**config.mk**
```make
export PLATFORM = sky130hd
export DESIGN_NAME = stp_wrapper
export DESIGN_NICKNAME = d
export VERILOG_FILES = /design/src/rtl/stp_wrapper.sv
export SDC_FILE = /design/constraint.sdc
export NUM_CORES = 1
export LEC_CHECK = 0
export ABC_AREA = 1
export BUFFER_PORTS_ARGS = -buffer_cell sky130_fd_sc_hd__buf_2
export CORE_AREA = 2 2 305 307
export DETAILED_ROUTE_END_ITERATION = 16
export DIE_AREA = 0 0 307 309
export GPL_TIMING_DRIVEN = 0
export HOLD_SLACK_MARGIN = 0.12
export RECOVER_POWER = 100
export SLEW_MARGIN = 20
export SYNTH_ARGS = -nofsm -noshare
export SYNTH_HDL_FRONTEND = slang
export SYNTH_SLANG_ARGS = --single-unit
```
**constraint.sdc**
```tcl
create_clock -name clk -period 1 [get_ports clk]
set_input_delay 0.15 -clock clk [delete_from_list [all_inputs] [get_ports clk]]
set_output_delay 0.15 -clock clk [all_outputs]
set_load 0.1 [all_outputs]
```
**src/rtl/stp_wrapper.sv**
```systemverilog
// Serial-to-parallel word shifter for the FFT front end: keeps the last
// NUM_WORDS strobed samples, oldest at index 0 and newest at index NUM_WORDS-1.
module stp_wrapper #(
    parameter int unsigned NUM_WORDS = 48,
    parameter int unsigned WORD_W    = 16
) (
    input  logic                                clk,
    input  logic                                n_rst,
    input  logic                                it_cnt_strobe,
    input  logic [WORD_W-1:0]                   serial_in,
    output logic [NUM_WORDS-1:0][WORD_W-1:0]    data_par
);

    logic [NUM_WORDS-1:0][WORD_W-1:0] regs;

    // Each stage takes its upper neighbour, so the oldest word drops off index 0
    always_ff @(posedge clk or negedge n_rst) begin
        if (!n_rst) begin
            regs <= '0;
        end else if (it_cnt_strobe) begin
            regs <= {serial_in, regs[NUM_WORDS-1:1]};
        end
    end

    assign data_par = regs;

endmodule

```
==> results of run 1 <==
==> cell type report <==
class                      count  share of cell area, %
antenna                        2                0.00898
clock buffer                 119                   4.42
buffer                       170                   1.51
clock inverter                35                   1.04
tap                         1186                   2.66
multi-input combinational   2304                   15.6
sequential                   768                   35.0
timing repair buffer        1673                   39.8
inverter                       1                0.00674
==> worst register-to-register path, delay by kind of cell, from the launching register on <==
kind / cells / cell delay, ns
buffers and inverters: 3 / 0.41
AND/OR/NAND/NOR: 2 / 0.14
flip-flops: 1 / 0.47
==> placed cells by master (no fill, tap or decap) <==
| master | count |
|---|---|
| buf_2 | 168 |
| inv_6 | 4 |
| clkinvlp_4 | 2 |
| nand2_1 | 2297 |
| bufbuf_16 | 1 |
| clkinv_2 | 11 |
| nand2_2 | 7 |
| dfrtp_1 | 555 |
| clkbuf_1 | 59 |
| inv_1 | 1 |
| dlygate4sd3_1 | 20 |
| clkbuf_8 | 23 |
| buf_6 | 3 |
| buf_16 | 7 |
| diode_2 | 2 |
| bufinv_16 | 13 |
| inv_16 | 3 |
| clkbuf_2 | 13 |
| clkinv_4 | 1 |
| clkbuf_4 | 64 |
| clkbuf_16 | 84 |
| buf_12 | 768 |
| dfrtp_2 | 213 |
| buf_4 | 750 |
| buf_1 | 2 |
| clkinv_8 | 1 |
==> stage by stage <==
step           hold WS [ns]  instance area [um^2]  total power [mW]  utilization [%]  setup TNS [ns]
2_1_floorplan        -0.146                 28700              61.9                -         -178.76
3_3_place_gp          0.351                 34100              68.7             37.3               -
3_5_place_dp          0.206                 34400              69.1             37.6         -829.68
4_1_cts              -0.679                 54700               119             59.8         -361.08
5_1_grt              -0.677                 55700               124             61.0         -553.20
6_report             -0.653                 55700               121             61.0         -427.88
==> power by group <==
group	internal (mW)	leakage (nW)	switching (mW)
registers	34.2	10.1	4.09
logic	16.7	18.1	31.2
clock network	20.7	1.50	14.2
==> cell families after synthesis <==
group / count (synthesis) / synth area share [%]
AND/OR/NAND/NOR: 2304 / 30.1
buffers and inverters: 171 / 2.93
flip-flops: 768 / 66.9
==> layer usage <==
metal  track usage, %  wire, um  up-vias
met2             48.8     70400     2063
met5                0        15        -
met4             19.2     13200        2
met1             29.4     47300    15500
met3             9.93     15400      718
li1                 -         -    13300
==> timing repair <==
item,4_1_cts,5_1_grt
resized for setup,3261,47
endpoints found under the hold margin,426,377
gates cloned,5,0
endpoints found under the setup margin,953,1157
setup buffers,687,168
==> path summary, 6_finish.rpt <==
path | start | end | cells past startpoint
worst max-delay path | data_par[160]$_DFFE_PN0P_ | data_par[160] | 1
worst min-delay path | n_rst | data_par[199]$_DFFE_PN0P_ | 1
worst max register to register | data_par[158]$_DFFE_PN0P_ | data_par[158]$_DFFE_PN0P_ | 5
worst min register to register | data_par[10]$_DFFE_PN0P_ | data_par[10]$_DFFE_PN0P_ | 2
max in group asynchronous | n_rst | data_par[503]$_DFFE_PN0P_ | 5
min in group clk | it_cnt_strobe | data_par[722]$_DFFE_PN0P_ | 5
==> summary.md, run 1 <==
| Metric | Value |
|---|---|
| Syn Inst Count | 3243 |
| Hold buffer count at CTS | 20 |
| Non-Filler Instances | about 6.3k |
| Sink Count | between 700 and 800 |
| Failing checks | hold timing, setup timing |
| Share of cells above drive strength 1 | between 40 and 50% |
| Worst min path class | input pin to async pin |
| Area Growth Syn to Fin | 94.1% |
| Post-detail-place hpwl | around 77000 um |
| Count leader, synth | nand2_1 |
| NumNets Final | about 5.0k |
| Cell Rows | between 100 and 150 |
| Critical Path AT | 1.44 ns |
| Power Density | around 2200 mW/mm^2 |
| Register area | around 0.019 mm^2 |
| IO Count | around 790 |
| Synth top area share | about two thirds |
| Initial DRT Pass Iterations | 6 |
| Chip width | 307 um |
| Place WS | -1.58 ns |
| LEAKAGE | between 20 and 30 nW |
| First-pass GRT wire length | about 200000 um |
| Synthesized area | between 0.02 and 0.03 mm^2 |
| Max incr delay on CP | around 0.55 ns |
| CTS tree | yes |
| Total wire length | about 150000 um |
| Largest net degree at the start of global routing | 90 |
| GP Congestion | about 0.86 |
| Buf/Inv on CP | 1 |
| Max H-tree Level | 3 |
| Ys Warns | 0 |
| Worst reg2reg setup slack | -0.14 ns |
| Max-cap violation count | 0 |
| Via Count | between 30k and 40k |
| CP required | 0.85 ns |
| Critical path cell sequence | buf_12 |
| CORE AREA | 0.0914 mm^2 |
| Residual DRC | 0 |
| Final clock skew | 0.0342 ns |
| Worst-Margin Slew | 1.24 ns |
| Clk buf depth | 3 |
| Sequential element share of the synthesized area | 66.9% |
| Final hold viol count | around 130 |
| Vias in the first global route | about 32k |
| Crit Path Category | flop to primary output |
| Hold Slack | -0.653 ns |
| Post-synth top area cell | dfrtp_1 |
| CP max-delay cell | dfrtp_2 |
| Crit path max fanout | 2 |
| Worst skew pair latency | roughly 0.67 ns |
| Fin crit share | 159% |
| Post-synth EDFFs | 0 |
| Crit end category | primary output |
| Slew HR | around 18% |
| Status | finished, violations left |
| Area contributors post-synth | dfrtp_1, nand2_1, buf_2 |
| FILL cells | ~6.3k |
| Die ar. | ~0.095 mm^2 |
| GR Overflow Total | 0 |
| Synth Area per Inst | 8.85 um^2 |
| # setup viols final | 1660 |
| FF+latch count, synth | about 770 |
| Critical path launch point type | flop |
| Peak Freq | between 600 and 700 MHz |
| CTS root buffer | clkbuf_16 |
| ANT nets after route | 0 |
| Unrepaired setup endpoints after global routing | true |
| DRT iter0 DRCs | about 3.2k |
| Worst Setup Slack, final | -0.586 ns |
| Placed Cells | around 5.2k |
| Initial antenna violation count | 2 |
| Ys flop type | dfrtp_1 |
| Clock-pin transition on the worst setup and hold timing paths | roughly 0.070 ns |
| Post-layout min period | between 1.5 and 2 ns |
| Max VDD drop | between 2000 and 2500 uV |
| DR WL/cell | 23.4 um |
| Starting density of the core | a little under a third |
| CTS Buf Count | 84 |
| Vias per cell | around 5 |
| Port Buffers | 786 |
| Die Y | a little over 300 um |
| Synth cell types | 6 |
| FFs w/ async S/R, synth | between 90% and 100% |
| Synth Net Count | approximately 3.3k |
| Post-synth top cells | nand2_1, dfrtp_1, buf_2 |
| Worst path top cell family by delay | flip-flops |
| All-Layer GR Usage | between 20% and 30% |
| Combined area of the multi-input logic cells | about 0.0087 mm^2 |
| Max reg flops | about 770 |
| Slew Limit Fails | 0 |
(Power assumes the default switching activity.)
==> run 2, diff against run 1 <==
SKIP_CTS_REPAIR_TIMING = 1   (was not set)
TNS_END_PERCENT = 1   (was not set)
==> run 2 against run 1 <==
Net effect: the flow still finishes with violations (hold timing, setup timing); sequential power down 2%; clock skew down 0.0058 ns; wire length down 29%; via count down 22%; highest routed layer is now met4.
==> summary.md, run 2 (same netlist as run 1, synthesis figures left out) <==
| Metric | Value |
|---|---|
| Max incr delay on CP | slightly below 0.5 ns |
| DR WL/cell | approximately 19 um |
| Max-cap violation count | 0 |
| Share of cells above drive strength 1 | a little over a quarter |
| Failing checks | hold timing, setup timing |
| Crit Path Category | flop to primary output |
| LEAKAGE | ~24 nW |
| Fin area | ~0.041 mm^2 |
| ANT nets after route | 0 |
| Reg2Reg Depth | 2 |
| Residual DRC | 0 |
| CORE AREA | 0.0914 mm^2 |
| Reg2reg start | data_par[159]$_DFFE_PN0P_ |
| Clk buf depth | 3 |
| Max reg flops | 768 |
| Worst reg2reg setup slack | roughly 0.21 ns |
| Largest net degree at the start of global routing | 96 |
| GR Overflow Total | 0 |
| Met2 usage | 35.0% |
| Initial DRT Pass Iterations | 5 |
| Critical path cell sequence | buf_8 |
| Unrepaired setup endpoints after global routing | true |
| Slew HR | 21.8% |
| All-Layer GR Usage | between 20% and 30% |
| FF-to-FF End | data_par[143]$_DFFE_PN0P_ |
| Buf/Inv on CP | 1 |
| Total negative slack | -398.27 ns |
| Fin crit share | 154% |
| Cell Rows | ~110 |
| CP required | about 0.85 ns |
| Total power | 106 mW |
| CTS Buf Count | 84 |
| Met1 Use GR | 24.9% |
| Hold Slack | -0.667 ns |
| Max VDD drop | 2120 uV |
| Worst Setup Slack, final | -0.540 ns |
| # setup viols final | 1167 |
| Area Growth Syn to Fin | 44.5% |
| Clock-pin transition on the worst setup and hold timing paths | 0.06 ns |
| Final clock skew | 0.0284 ns |
| Placed Cells | around 5.2k |
| Final hold viol count | 140 |
| Die Y | ~310 um |
| IO Count | 787 |
| GP Congestion | roughly 0.86 |
| CP endpoint | data_par[600] |
| Place WS | -1.58 ns |
| Total wire length | slightly above 100000 um |
| CTS tree | yes |
| Vias in the first global route | about 23k |
| Most frequent cells in the layout | nand2_1, dfrtp_1, buf_4, buf_6, buf_2 |
| First-pass GRT wire length | about 150000 um |
| Worst path top cell family by delay | flip-flops |
| Peak Freq | 650 MHz |
| Die ar. | 0.0949 mm^2 |
| Worst min path class | input pin to async pin |
| CTS root buffer | clkbuf_16 |
| Worst skew pair latency | 0.67 ns |
| Crit end category | primary output |
| Status | finished, violations left |
| DRT iter0 DRCs | ~1.9k |
| Slew Limit Fails | 0 |
| Sink Count | ~770 |
| Crit path depth | 1 |
| Post-layout min period | around 1.5 ns |
| Most common cell after layout, fill and taps aside | nand2_1 |
| Worst-Margin Slew | 1.17 ns |
| Crit path max fanout | 3 |
| NumNets Final | 4165 |
| Initial antenna violation count | 1 |
| Starting density of the core | a little under a third |
| Power Density | 2560 mW/mm^2 |
| Critical Path AT | about 1.4 ns |
| M3 GR Usage | between 6 and 7% |
| Via Count | about 25k |
| GR peak layer | met2 |
| CP max-delay cell | dfrtp_1 |
| DP Area | approximately 0.034 mm^2 |
| Post-detail-place hpwl | 76500 um |
| Critical path launch point type | flop |
| Chip width | around 310 um |
| Max H-tree Level | 3 |
| Worst setup path startpoint | data_par[600]$_DFFE_PN0P_ |
| Non-Filler Instances | roughly 5.4k |
| Vias per cell | around 4.5 |
| Port Buffers | 786 |
-- run 2: changes by cell type in the layout (fill, tap and decap cells not counted), sizes merged --
cell | before | now
buf | 1698 | 923
bufbuf | 1 | 0
clkbuf | 243 | 165
diode | 2 | 1
dlygate4sd3 | 20 | 18
-- run 2: layout make-up --
cell class | instances | area [um^2]
antenna | 1 | 2.50
buffer | 170 | 836
inverter | 1 | 3.75
clock buffer | 119 | 2460
timing repair buffer | 817 | 8190
sequential | 768 | 19300
clock inverter | 35 | 581
tap | 1186 | 1480
fill | 8677 | 49900
multi-input combinational | 2304 | 8650
-- run 2: routing by layer --
layer | share of wire [%] | wire, um
met4 | 3.4 | 3550
met1 | 38 | 39700
met3 | 9.1 | 9350
met2 | 49 | 50500
met5 | 0 | 0
-- run 2: through the flow --
step	util (%)	hold WS, ns
finish	45.4	-0.667
global route	45.4	-0.698
CTS	40.9	-0.548
detailed placement	37.6	0.206
global placement	37.3	0.351
floorplan	-	-0.146
-- run 2: worst min-delay path by stage --
stage             startpoint                   endpoint  slack (ns)
5_1_grt                n_rst  data_par[219]$_DFFE_PN0P_       -0.70
4_1_cts                n_rst  data_par[224]$_DFFE_PN0P_       -0.55
3_5_place_dp           n_rst  data_par[224]$_DFFE_PN0P_        0.21
6_report               n_rst  data_par[219]$_DFFE_PN0P_       -0.67
3_3_place_gp   serial_in[14]  data_par[766]$_DFFE_PN0P_        0.35
2_1_floorplan          n_rst    data_par[0]$_DFFE_PN0P_       -0.15
-- run 2: power by group --
group / internal [mW] / total, mW / switching [mW] / leakage (nW)
Combinational: 6.73 / 34.6 / 27.9 / 11.8
Sequential: 34.1 / 37.5 / 3.44 / 10.4
Clock: 20.7 / 34.0 / 13.4 / 1.50
Total: 61.5 / 106 / 44.7 / 23.7
==> run 3, diff against run 2 <==
ABC_AREA = not set   (was 1)
CORE_AREA = 2 2 304 306   (was 2 2 305 307)
DIE_AREA = 0 0 306 308   (was 0 0 307 309)
==> run 3 against run 2 <==
Net effect: the run still ends with hold timing, setup timing left; fmax is 1.8% lower; core utilization is 1.3 points lower; via count is 28% lower; first-iteration DRC count is 57% lower; design area is 3.3% lower; clock skew is 0.0061 ns higher; cell count is 30% lower; synthesized area is 0.78% lower; wire length is 16% lower; highest routed layer unchanged.
==> summary.md, run 3 <==
| Metric | Value |
|---|---|
| CORE AREA | 0.0910 mm^2 |
| Worst reg2reg setup slack | about 0.070 ns |
| # setup viols final | 1027 |
| DRT iter0 DRCs | 820 |
| Via Count | between 15k and 20k |
| FFs w/ async S/R, synth | 100% |
| Mux contribution to synthesized area | between 30% and 40% |
| FF-to-FF End | data_par[236]$_DFFE_PN0P_ |
| Crit Path Category | flop to primary output |
| Ant diodes | 0 |
| Total wire length | roughly 86000 um |
| Reg2reg start | data_par[236]$_DFFE_PN0P_ |
| Place WS | -1.77 ns |
| Worst Setup Slack, final | -0.567 ns |
| DR WL/cell | around 23 um |
| Status | finished, violations left |
| Max H-tree Level | 3 |
| Sequential element share of the synthesized area | 67.5% |
| Largest net degree at the start of global routing | 106 |
| NumNets Final | 2556 |
| Worst skew pair latency | ~0.64 ns |
| Final hold viol count | between 100 and 150 |
| IO Count | around 790 |
| Synth Net Count | 1640 |
| Post-synth top cells | dfrtp_1, mux2_2, buf_4 |
| Syn Inst Count | around 1.6k |
| Area contributors post-synth | dfrtp_1, mux2_2, buf_4 |
| Synth Area in Compound Gates | 0% |
| Crit end category | primary output |
| Initial DRT Pass Iterations | 4 |
| Critical path cell sequence | buf_8 |
| Chip width | approximately 300 um |
| Fin area | between 0.04 and 0.05 mm^2 |
| Post-synth EDFFs | 0 |
| First-pass GRT wire length | 124000 um |
| Final clock skew | 0.0345 ns |
| Vias per cell | around 4.7 |
| CTS root buffer | clkbuf_16 |
| Die Y | between 300 and 400 um |
| Unrepaired setup endpoints after global routing | true |
| Failing checks | hold timing, setup timing |
| Critical Path AT | approximately 1.4 ns |
| Fin crit share | 157% |
| Max-cap violation count | 0 |
| Port Buffers | approximately 800 |
| Most common cell after layout, fill and taps aside | mux2_2 |
| Xor and xnor area share after synthesis | 0% |
| CTS Buf Count | 86 |
| Reg2Reg Depth | 1 |
| Worst path top cell family by delay | flip-flops |
| Worst setup path startpoint | data_par[670]$_DFFE_PN0P_ |
| GP Congestion | 0.881 |
| Worst min path class | input pin to async pin |
| GR Overflow Total | 0 |
| Ys Warns | 0 |
| Most frequent cells in the layout | mux2_2, dfrtp_1, clkbuf_4, buf_4, clkbuf_16 |
| Worst-Margin Slew | between 0.9 and 1 ns |
| Synth cell types | 5 |
| Post-synth top area cell | dfrtp_1 |
| Ys flop type | dfrtp_1 |
| Post-layout min period | ~1.6 ns |
| Slew Limit Fails | 0 |
| Initial antenna violation count | 2 |
| Post-synthesis simple-gate area fraction | 0% |
| Clk buf depth | 3 |
| Clock-pin transition on the worst setup and hold timing paths | about 0.060 ns |
| Hold Slack | -0.543 ns |
| FF+latch count, synth | about 770 |
| Buf/Inv on CP | 1 |
| Area Growth Syn to Fin | 40.8% |
| Sink Count | 768 |
| Synthesized area | 0.0285 mm^2 |
| Starting density of the core | between 30% and 40% |
| Critical path launch point type | flop |
| Slew HR | between 30% and 40% |
| Max reg flops | between 700 and 800 |
| Max incr delay on CP | 0.53 ns |
| Post-detail-place hpwl | about 64000 um |
| Post-synthesis adder-cell area fraction | 0% |
| All-Layer GR Usage | 17.3% |
| DP Area | approximately 0.034 mm^2 |
| Share of cells above drive strength 1 | 72.1% |
| ANT nets after route | 0 |
| CP max-delay cell | dfrtp_1 |
| Synth Area per Inst | between 15 and 20 um^2 |
| Synth top area share | 67.5% |
| Crit path max fanout | 3 |
| Residual DRC | 0 |
| Cell Rows | about 110 |
| Vias in the first global route | between 15k and 20k |
| Die ar. | between 0.09 and 0.1 mm^2 |
| CP required | approximately 0.85 ns |
| Total negative slack | -419.76 ns |
| Combinational family with the most area after synthesis | multiplexers |
| CTS tree | yes |
| Peak Freq | between 600 and 700 MHz |
[run 3: cell families after synthesis]
family | after synthesis
flip-flops | 768
multiplexers | 768
buffers and inverters | 85
[run 3: layout make-up]
class	instances	area [um^2]
Multi-Input combinational cell	768	8650
Clock buffer	131	2590
Fill cell	8135	50900
Timing Repair Buffer	828	7100
Clock inverter	30	280
Buffer	85	597
Tap cell	1186	1480
Sequential cell	768	19400
[run 3: metal layers]
metal  GRT usage [%]  vias up  wire [um]
li1                -     7638          -
met5               0        -          0
met3            5.87      163       6380
met1            20.5     9308      33500
met4            7.45        0       3490
met2            28.8      597      43000
[run 3: per-stage QoR]
stage / util, % / std cells / hold WS [ns]
final: 44.1 / 3796 / -0.543
after detailed placement: 37.7 / 3600 / 0.105
after global routing: 44.1 / 3796 / -0.586
after global placement: 37.5 / 3592 / 0.384
after CTS: 40.9 / 3761 / -0.609
after floorplan: - / 1621 / -0.146
[run 3: how the worst max path moves through the flow]
stage               depth (start not counted)                   endpoint
CTS                                         6  data_par[116]$_DFFE_PN0P_
global placement                            1  data_par[116]$_DFFE_PN0P_
detailed placement                          6  data_par[116]$_DFFE_PN0P_
global route                                1              data_par[711]
finish                                      1              data_par[670]
floorplan                                   1  data_par[113]$_DFFE_PN0P_
Power of run 3 is not shown: default switching activity piles up to over one toggle a cycle in this logic, so the estimate is an artifact.
